<file path="config.mk">
export PLATFORM = sky130hd
export DESIGN_NAME = text_console_writer
export DESIGN_NICKNAME = d
export VERILOG_FILES = /design/src/rtl/text_console_pkg.sv /design/src/rtl/text_console_writer.sv
export SDC_FILE = /design/constraint.sdc
export NUM_CORES = 1
export LEC_CHECK = 0
export ABC_AREA = 1
export BUFFER_PORTS_ARGS = -buffer_cell sky130_fd_sc_hd__buf_2
export CORE_MARGIN = 2
export CORE_UTILIZATION = 30
export DETAILED_ROUTE_END_ITERATION = 16
export PLACE_DENSITY_LB_ADDON = 0.3
export SYNTH_ARGS = -nofsm -noshare
export SYNTH_HDL_FRONTEND = slang
export SYNTH_SLANG_ARGS = --single-unit
</file>
<file path="constraint.sdc">
create_clock -name clk -period 3 [get_ports clk]
set_input_delay 0.45 -clock clk [delete_from_list [all_inputs] [get_ports clk]]
set_output_delay 0.45 -clock clk [all_outputs]
set_load 0.05 [all_outputs]
</file>
<file path="src/rtl/text_console_pkg.sv">
// Shared constants for the on-screen text buffer: screen geometry, control codes
// and the writer state encoding. The glyph renderer imports the same geometry.
package text_console_pkg;

  localparam int DEF_COLS   = 80;   // 640 px / 8 px glyph
  localparam int DEF_ROWS   = 30;   // 480 px / 16 px glyph
  localparam int DEF_ADDR_W = 12;

  localparam logic [7:0] ASC_SPACE = 8'h20;
  localparam logic [7:0] ASC_LF    = 8'h0A;
  localparam logic [7:0] ASC_CR    = 8'h0D;
  localparam logic [7:0] ASC_BS    = 8'h08;
  localparam logic [7:0] ASC_FF    = 8'h0C;
  localparam logic [7:0] ASC_TILDE = 8'h7E;

  typedef enum logic [1:0] {
    CLR_ALL  = 2'd0,
    IDLE     = 2'd1,
    CLR_LINE = 2'd2
  } state_t;

  function automatic logic is_printable(input logic [7:0] c);
    return (c >= ASC_SPACE) && (c <= ASC_TILDE);
  endfunction

endpackage

</file>
<file path="src/rtl/text_console_writer.sv">
// Writer side of the character RAM: accepts ASCII over valid/ready, tracks the
// cursor, interprets LF/CR/BS/FF and clears lines as the cursor enters them.
module text_console_writer
  import text_console_pkg::*;
#(
  parameter int COLS   = DEF_COLS,
  parameter int ROWS   = DEF_ROWS,
  parameter int ADDR_W = DEF_ADDR_W
) (
  input  logic              clk,
  input  logic              rst,
  input  logic              char_valid,
  input  logic [7:0]        char_ascii,
  output logic              char_ready,
  output logic              wr_en,
  output logic [ADDR_W-1:0] wr_addr,
  output logic [7:0]        wr_data,
  output logic [6:0]        cursor_col,
  output logic [4:0]        cursor_row,
  output logic              busy
);

  localparam logic [ADDR_W-1:0] CELL_LAST = ADDR_W'(COLS * ROWS - 1);
  localparam logic [ADDR_W-1:0] LINE_LAST = ADDR_W'(COLS - 1);
  localparam logic [ADDR_W-1:0] ROW_STEP  = ADDR_W'(COLS);
  localparam logic [ADDR_W-1:0] ADDR_ONE  = ADDR_W'(1);
  localparam logic [6:0]        COL_LAST  = 7'(COLS - 1);
  localparam logic [4:0]        ROW_LAST  = 5'(ROWS - 1);

  state_t            state;
  logic [ADDR_W-1:0] row_base;   // cursor_row * COLS, kept incrementally
  logic [ADDR_W-1:0] clr_cnt;

  logic              accept;
  logic              printable;
  logic              at_last_col;
  logic              row_advance;
  logic [ADDR_W-1:0] cur_addr;
  logic [ADDR_W-1:0] next_base;
  logic [4:0]        next_row;

  // NOTE: every signal gets a value on every path through this block; a missing
  // assignment on some branch would infer a latch.
  always_comb begin
    accept      = (state == IDLE) && char_valid && char_ready;
    printable   = is_printable(char_ascii);
    at_last_col = (cursor_col == COL_LAST);
    row_advance = (printable && at_last_col) || (char_ascii == ASC_LF);
    cur_addr    = row_base + ADDR_W'(cursor_col);
    if (cursor_row == ROW_LAST) begin
      next_row  = '0;
      next_base = '0;
    end else begin
      next_row  = cursor_row + 5'd1;
      next_base = row_base + ROW_STEP;
    end
  end

  // NOTE: all state here uses non-blocking assignments so every register samples
  // the pre-edge values; later assignments in the block override earlier ones.
  always_ff @(posedge clk) begin
    if (rst) begin
      state      <= CLR_ALL;
      row_base   <= '0;
      clr_cnt    <= '0;
      wr_en      <= 1'b0;
      wr_addr    <= '0;
      wr_data    <= '0;
      cursor_col <= '0;
      cursor_row <= '0;
      char_ready <= 1'b0;
      busy       <= 1'b1;
    end else begin
      wr_en <= 1'b0;
      case (state)
        // NOTE: the character RAM itself has no reset; this sweep is what puts it
        // into a known (blank) state.
        CLR_ALL: begin
          wr_en      <= 1'b1;
          wr_addr    <= clr_cnt;
          wr_data    <= ASC_SPACE;
          char_ready <= 1'b0;
          busy       <= 1'b1;
          if (clr_cnt == CELL_LAST) begin
            clr_cnt <= '0;
            state   <= IDLE;
          end else begin
            clr_cnt <= clr_cnt + ADDR_ONE;
          end
        end

        CLR_LINE: begin
          wr_en      <= 1'b1;
          wr_addr    <= row_base + clr_cnt;
          wr_data    <= ASC_SPACE;
          char_ready <= 1'b0;
          busy       <= 1'b1;
          if (clr_cnt == LINE_LAST) begin
            clr_cnt <= '0;
            state   <= IDLE;
          end else begin
            clr_cnt <= clr_cnt + ADDR_ONE;
          end
        end

        IDLE: begin
          // ready rises here, one cycle after the last clear write became visible
          char_ready <= 1'b1;
          busy       <= 1'b0;
          if (accept) begin
            if (printable) begin
              wr_en   <= 1'b1;
              wr_addr <= cur_addr;
              wr_data <= char_ascii;
              if (!at_last_col) cursor_col <= cursor_col + 7'd1;
            end
            if (row_advance) begin
              cursor_col <= '0;
              cursor_row <= next_row;
              row_base   <= next_base;
              clr_cnt    <= '0;
              state      <= CLR_LINE;
              char_ready <= 1'b0;
              busy       <= 1'b1;
            end else if (char_ascii == ASC_CR) begin
              cursor_col <= '0;
            end else if (char_ascii == ASC_BS && cursor_col != '0) begin
              cursor_col <= cursor_col - 7'd1;
              wr_en      <= 1'b1;
              wr_addr    <= cur_addr - ADDR_ONE;
              wr_data    <= ASC_SPACE;
            end else if (char_ascii == ASC_FF) begin
              cursor_col <= '0;
              cursor_row <= '0;
              row_base   <= '0;
              clr_cnt    <= '0;
              state      <= CLR_ALL;
              char_ready <= 1'b0;
              busy       <= 1'b1;
            end
          end
        end

        default: begin
          clr_cnt    <= '0;
          state      <= CLR_ALL;
          char_ready <= 1'b0;
          busy       <= 1'b1;
        end
      endcase
    end
  end

endmodule

</file>
* Yosys cells after proc, flatten, opt, wreduce, memory -nomap -nowiden
Index checks and enable logic that the tools add are counted.
** Word-level totals
- Bits in registers :: 61
- Output and inout bits :: 35
- Word-level logic and storage cells :: 117
** Operators by class
- $add $sub $neg :: 8
- Magnitude comparators :: 2
- Eq/ne operators :: 19
- Multiplexer cells :: 57
- Bitwise gates (word level) :: 1
- Reductions and logical operators :: 20
** Operator list (count)
- 12-bit 2-to-1 mux :: 14
- 12-bit case mux with 3 select lines :: 2
- 7-bit 2-to-1 mux :: 6
- 8-bit 2-to-1 mux :: 5
- 8-bit by 4-bit == test with 1-bit output (second input constant) :: 4
- 5-bit 2-to-1 mux :: 5
- 8-bit case mux with 2 select lines :: 1
- 1-bit 2-to-1 mux :: 15
- 2-bit 2-to-1 mux :: 7
- 12-bit by 1-bit adder with 12-bit output (second input constant) :: 1
- 12-bit adder :: 1
- 12-bit by 7-bit adder with 12-bit output :: 1
- 12-bit by 7-bit adder with 12-bit output (second input constant) :: 1
- 12-bit == test (second input constant) :: 1
- 12-bit by 7-bit == test with 1-bit output (second input constant) :: 1
- 12-bit by 1-bit subtractor with 12-bit output (second input constant) :: 1
- 2-bit != test (second input constant) :: 5
- 8-bit by 6-bit >= comparator with 1-bit output (second input constant) :: 1
- 8-bit by 7-bit <= comparator with 1-bit output (second input constant) :: 1
- 4-bit AND reduction :: 2
- 7-bit by 1-bit adder with 7-bit output (second input constant) :: 1
- 7-bit == test (second input constant) :: 1
- 7-bit nonzero test :: 1
- 7-bit by 1-bit subtractor with 7-bit output (second input constant) :: 1
- other kinds (20) :: 28

* Logic depth before layout (Yosys ltp)
- Depth after elaboration :: 8
- Mapped depth :: 16

* Worst setup path after synthesis
Ideal clock, no wire load.
- Path type :: register -> register
- Start :: register cursor_col[5]
- End :: register wr_addr[9]
- Library setup time :: 0.132 ns
- Data arrival time :: 2.192 ns
- Required time :: 2.868 ns
- Setup slack :: 0.676 ns
- Stages on the path, launching flop included :: 13
- Buffers on the path :: 0
- Clock period less this slack :: 2.324 ns
- Path through :: dfxtp_1 -> ha_1 -> nand2_1 -> nand2_1 -> xor2_1 -> nand2_1 -> nor2_1 -> xor2_1 -> nand2_1 -> nand2_1 -> nand2_1 -> nand2_1 -> a21oi_1
** On the way
- Word-level cells in the longest chain between the ends :: 7
** Ends and longest elaborated chain
- start, declared :: line text_console_writer.sv:18 : output logic [6:0] cursor_col,
- start signal, assigned :: line text_console_writer.sv:115 : if (!at_last_col) cursor_col <= cursor_col + 7'd1;
- start signal, assigned :: line text_console_writer.sv:128 : cursor_col <= cursor_col - 7'd1;
- 12-bit by 7-bit adder with 12-bit output or 7-bit nonzero test (tied branches) :: line text_console_writer.sv:49, text_console_writer.sv:127
- 12-bit by 1-bit subtractor with 12-bit output (tied with other cells) :: line text_console_writer.sv:130 : wr_addr <= cur_addr - ADDR_ONE;
- 12-bit 2-to-1 mux :: line text_console_writer.sv:127 : end else if (char_ascii == ASC_BS && cursor_col != '0) begin
- 12-bit 2-to-1 mux :: line text_console_writer.sv:125 : end else if (char_ascii == ASC_CR) begin
- 12-bit 2-to-1 mux * :: line text_console_writer.sv:117 : if (row_advance) begin
- 12-bit 2-to-1 mux * :: line text_console_writer.sv:110 : if (accept) begin
- 12-bit case mux with 3 select lines * :: line text_console_writer.sv:75 : case (state)
- end signal, assigned :: line text_console_writer.sv:80 : wr_addr <= clr_cnt;
- end signal, assigned :: line text_console_writer.sv:113 : wr_addr <= cur_addr;
- end signal, assigned :: line text_console_writer.sv:130
- end, declared :: line text_console_writer.sv:16 : output logic [ADDR_W-1:0] wr_addr,
Mark *: on every way between the ends. The rest lies on a longest branch, timed or not. The select of a mux whose other input is x is not followed.
A chain may end at the register's enable or synchronous reset.

* Final worst setup path
- Start :: register cursor_col[5]
- End :: register wr_addr[11]
The elaborated chain is that of the path after synthesis.

==> impl_metrics.csv <==
group,metric,value,unit
power,leakage,2.19,nW
global_routing,grt_use_total,0.165,
clock_tree,root_buffer,"clkbuf_16",
synth,syn_avg_cell_area,6.70,sq um
worst_setup_path,end_kind,"flip-flop",
timing,setup_tns,0,ps
clock_tree,cts_buffers,9,
synth,syn_area,4090,sq um
worst_setup_path,r2r_cells,13,
timing,finalHoldViolations,0,
die,fp.dieH,121,um
cells_and_area,drive_above_1_share,0.156,
route,finalWirelength,11500,um
min_path,hp-class,"primary input to flip-flop",
timing,setup_ws,644,ps
status,status,"completed",
global_routing,grt_max_degree,21,
worst_setup_path,startpoint_type,"flip-flop",
route,via_count,4185,
die,die_area,14600,sq um
synth,ys_async_sr_fraction,0,
die,core-area,13300,sq um
clock_tree,cts_resized,0,
timing,skew,7.36,ps
global_routing,gr-total-overflow,0,
timing,relSlewSlack,0.550,
die,num_io_pins,46,
synth,ys_types,46,
die,start_util,0.308,
power,ir_drop,0.307,mV
place,numPortBuffers,45,
clock_tree,cts_tree,"built",
route,postRouteAntennaNets,0,
power,cellPowerDensity,715,nW/um^2
place,gp_congestion,0.877,
clock_tree,cts.sinks,57,
min_path,whs_path_depth,3,
place,dp_worst_setup_slack,685,ps
synth,syn_inst,611,
route,first_pass_iters,7,
worst_setup_path,crit_type,"flip-flop to flip-flop",
clock_tree,clock_latency,330,ps
worst_setup_path,cp.required,3200,ps
timing,max_freq,0.424,GHz
worst_setup_path,cp_max_fo,10,
cells_and_area,antenna_cells,0,
global_routing,grt_first_pass_wirelength,19100,um
die,die_x,121,um
clock_tree,clk_path_buf_depth,2,
run,cap_violations,0,
timing,rsz0062_at_grt,"no",
cells_and_area,fin_nets,690,
synth,synth-seq-area-share,0.279,
route,drt_iter0_markers,337,
clock_tree,cts-htree-levels,3,
timing,fin_crit_sh,0.785,
synth,synth_edf_count,0,
timing,worstMarginPinSlew,674,ps
route,drc_errors,0,
clock_tree,hold_buffers,0,
place,detailed_place_hpwl,8760,um
cells_and_area,area_growth,16.7,%
route,detail_route.wl_per_cell,13.7,um
die,num_rows,42,
clock_tree,postCtsSetupBuffers,0,
timing,min_period,2360,ps
synth,yosysWarnings,0,
timing,setup_viol,0,
synth,syn_nets,645,
synth,synth-main-ff-cell,"dfxtp_1",
clock_tree,clkTransAtPathRegs,50,ps
global_routing,grt_pass1_vias,3876,
worst_setup_path,arrival,2560,ps
route,vias_per_cell,5.01,
synth,ys_ff_latch,57,
global_routing,antenna_found_initial,0,
timing,report.final.slew_viol_count,0,
## critical path: stages (launching register included)
cell and delay (ps):
dfxtp_1 560, ha_1 340, nand2_1 100, nand2_1 100, xor2_1 280, nand2_1 140, nor2_1 230, nand2_1 80
nand2_1 60, nand3_1 60, nand2_1 70, nand3_1 70, nand2_1 80, a21oi_1 60
## metal layers
layer  wire length (um)  global-route usage  share of wire  vias to the layer above
li1                   -                   -              -                     2114
met1               5420               0.216           0.47                     1943
met2               5210               0.267           0.45                      111
met3                576              0.0274          0.050                       17
met4                274              0.0749          0.024                        0
met5                  0                   0              0                        -
## final cells by class
cell class,instances,area (sq um)
tap,176,220
fill,1429,8520
inverter,88,334
timing repair buffer,48,248
clock inverter,2,35.0
clock buffer,13,280
sequential,57,1140
multi-input combinational,452,2510
## cell usage in the layout (no fill, tap or decap), types with 3 or more instances in the layout
cell type	n
nor2_4	3
nor3_2	4
nand2_4	4
clkbuf_16	9
o211ai_1	5
o21ai_0	41
inv_2	8
dfxtp_1	57
nor3_1	17
a21oi_2	3
nand4_1	14
buf_4	3
a21oi_1	64
a211oi_2	4
ha_1	23
buf_2	45
nand3_1	37
clkbuf_8	4
a31oi_1	3
nor2_2	3
o21ai_1	7
inv_1	78
or2_1	5
xor2_1	10
nand2_1	123
nor2_1	57
## metrics by stage
step	util	instances	hold slack, ps	instance area [sq um]	power [mW]
floorplan	-	611	479	4090	2.04
global placement	0.335	821	434	4460	2.33
detailed placement	0.335	821	438	4460	2.34
CTS	0.359	836	380	4770	3.44
global route	0.359	836	396	4770	3.65
finish	0.359	836	389	4770	3.42
## final timing paths
kind,start,endpoint,slack [ps]
hold / removal,char_ascii[3],wr_data[3]$_SDFFE_PP0P_,390
hold reg to reg,wr_data[7]$_SDFFE_PP0P_,wr_data[7]$_SDFFE_PP0P_,440
setup reg to reg,cursor_col[5]$_SDFFE_PP0P_,wr_addr[11]$_SDFFE_PP0P_,640
setup / recovery,cursor_col[5]$_SDFFE_PP0P_,wr_addr[11]$_SDFFE_PP0P_,640
## logic make-up after synthesis
group,count (synthesis),synth area share
AOI/OAI and AO/OA,136,0.189
xor gates and xnor gates,11,0.0235
adders and majority gates,23,0.0703
buffers and inverters,102,0.106
DFF,57,0.279
muxes,1,0.00245
and+or+nand+nor,281,0.329
## synthesized netlist by cell type, types with 2 or more instances
cell,count,share of area
nand4_1,14,0.021
nor3_4,2,0.0080
ha_1,23,0.070
nand3_1,37,0.045
o21ai_0,41,0.050
a211oi_2,4,0.012
inv_2,8,0.0073
inv_1,78,0.072
nand3b_1,2,0.0037
clkbuf_1,4,0.0037
buf_6,5,0.014
o21ai_1,7,0.0086
a21oi_2,3,0.0064
or2_1,5,0.0076
a21oi_1,64,0.078
dfxtp_1,57,0.28
nor3_2,4,0.0098
buf_2,3,0.0037
a22oi_1,2,0.0037
o21ai_2,2,0.0043
nor3b_1,2,0.0037
nor2_1,57,0.052
o211ai_1,5,0.0092
nor2_2,3,0.0046
buf_4,2,0.0037
nand2_8,2,0.0098
and3_1,2,0.0031
a31oi_1,3,0.0046
nor2_4,3,0.0083
nor3_1,17,0.021
nand2_1,123,0.11
nand2_4,4,0.011
xor2_1,10,0.021
## flip-flops by register name, indices dropped and copies added, names as in the netlist
name        flops
cursor_row      5
busy            1
wr_addr        12
wr_data         8
row_base        8
cursor_col      7
char_ready      1
wr_en           1
state           2
clr_cnt        12
## report_power, final
group | internal [mW] | switching [mW]
sequential | 0.881 | 0.104
clock | 0.727 | 0.358
combinational | 0.366 | 0.979
Note: power is estimated with default switching activity, not from simulation.
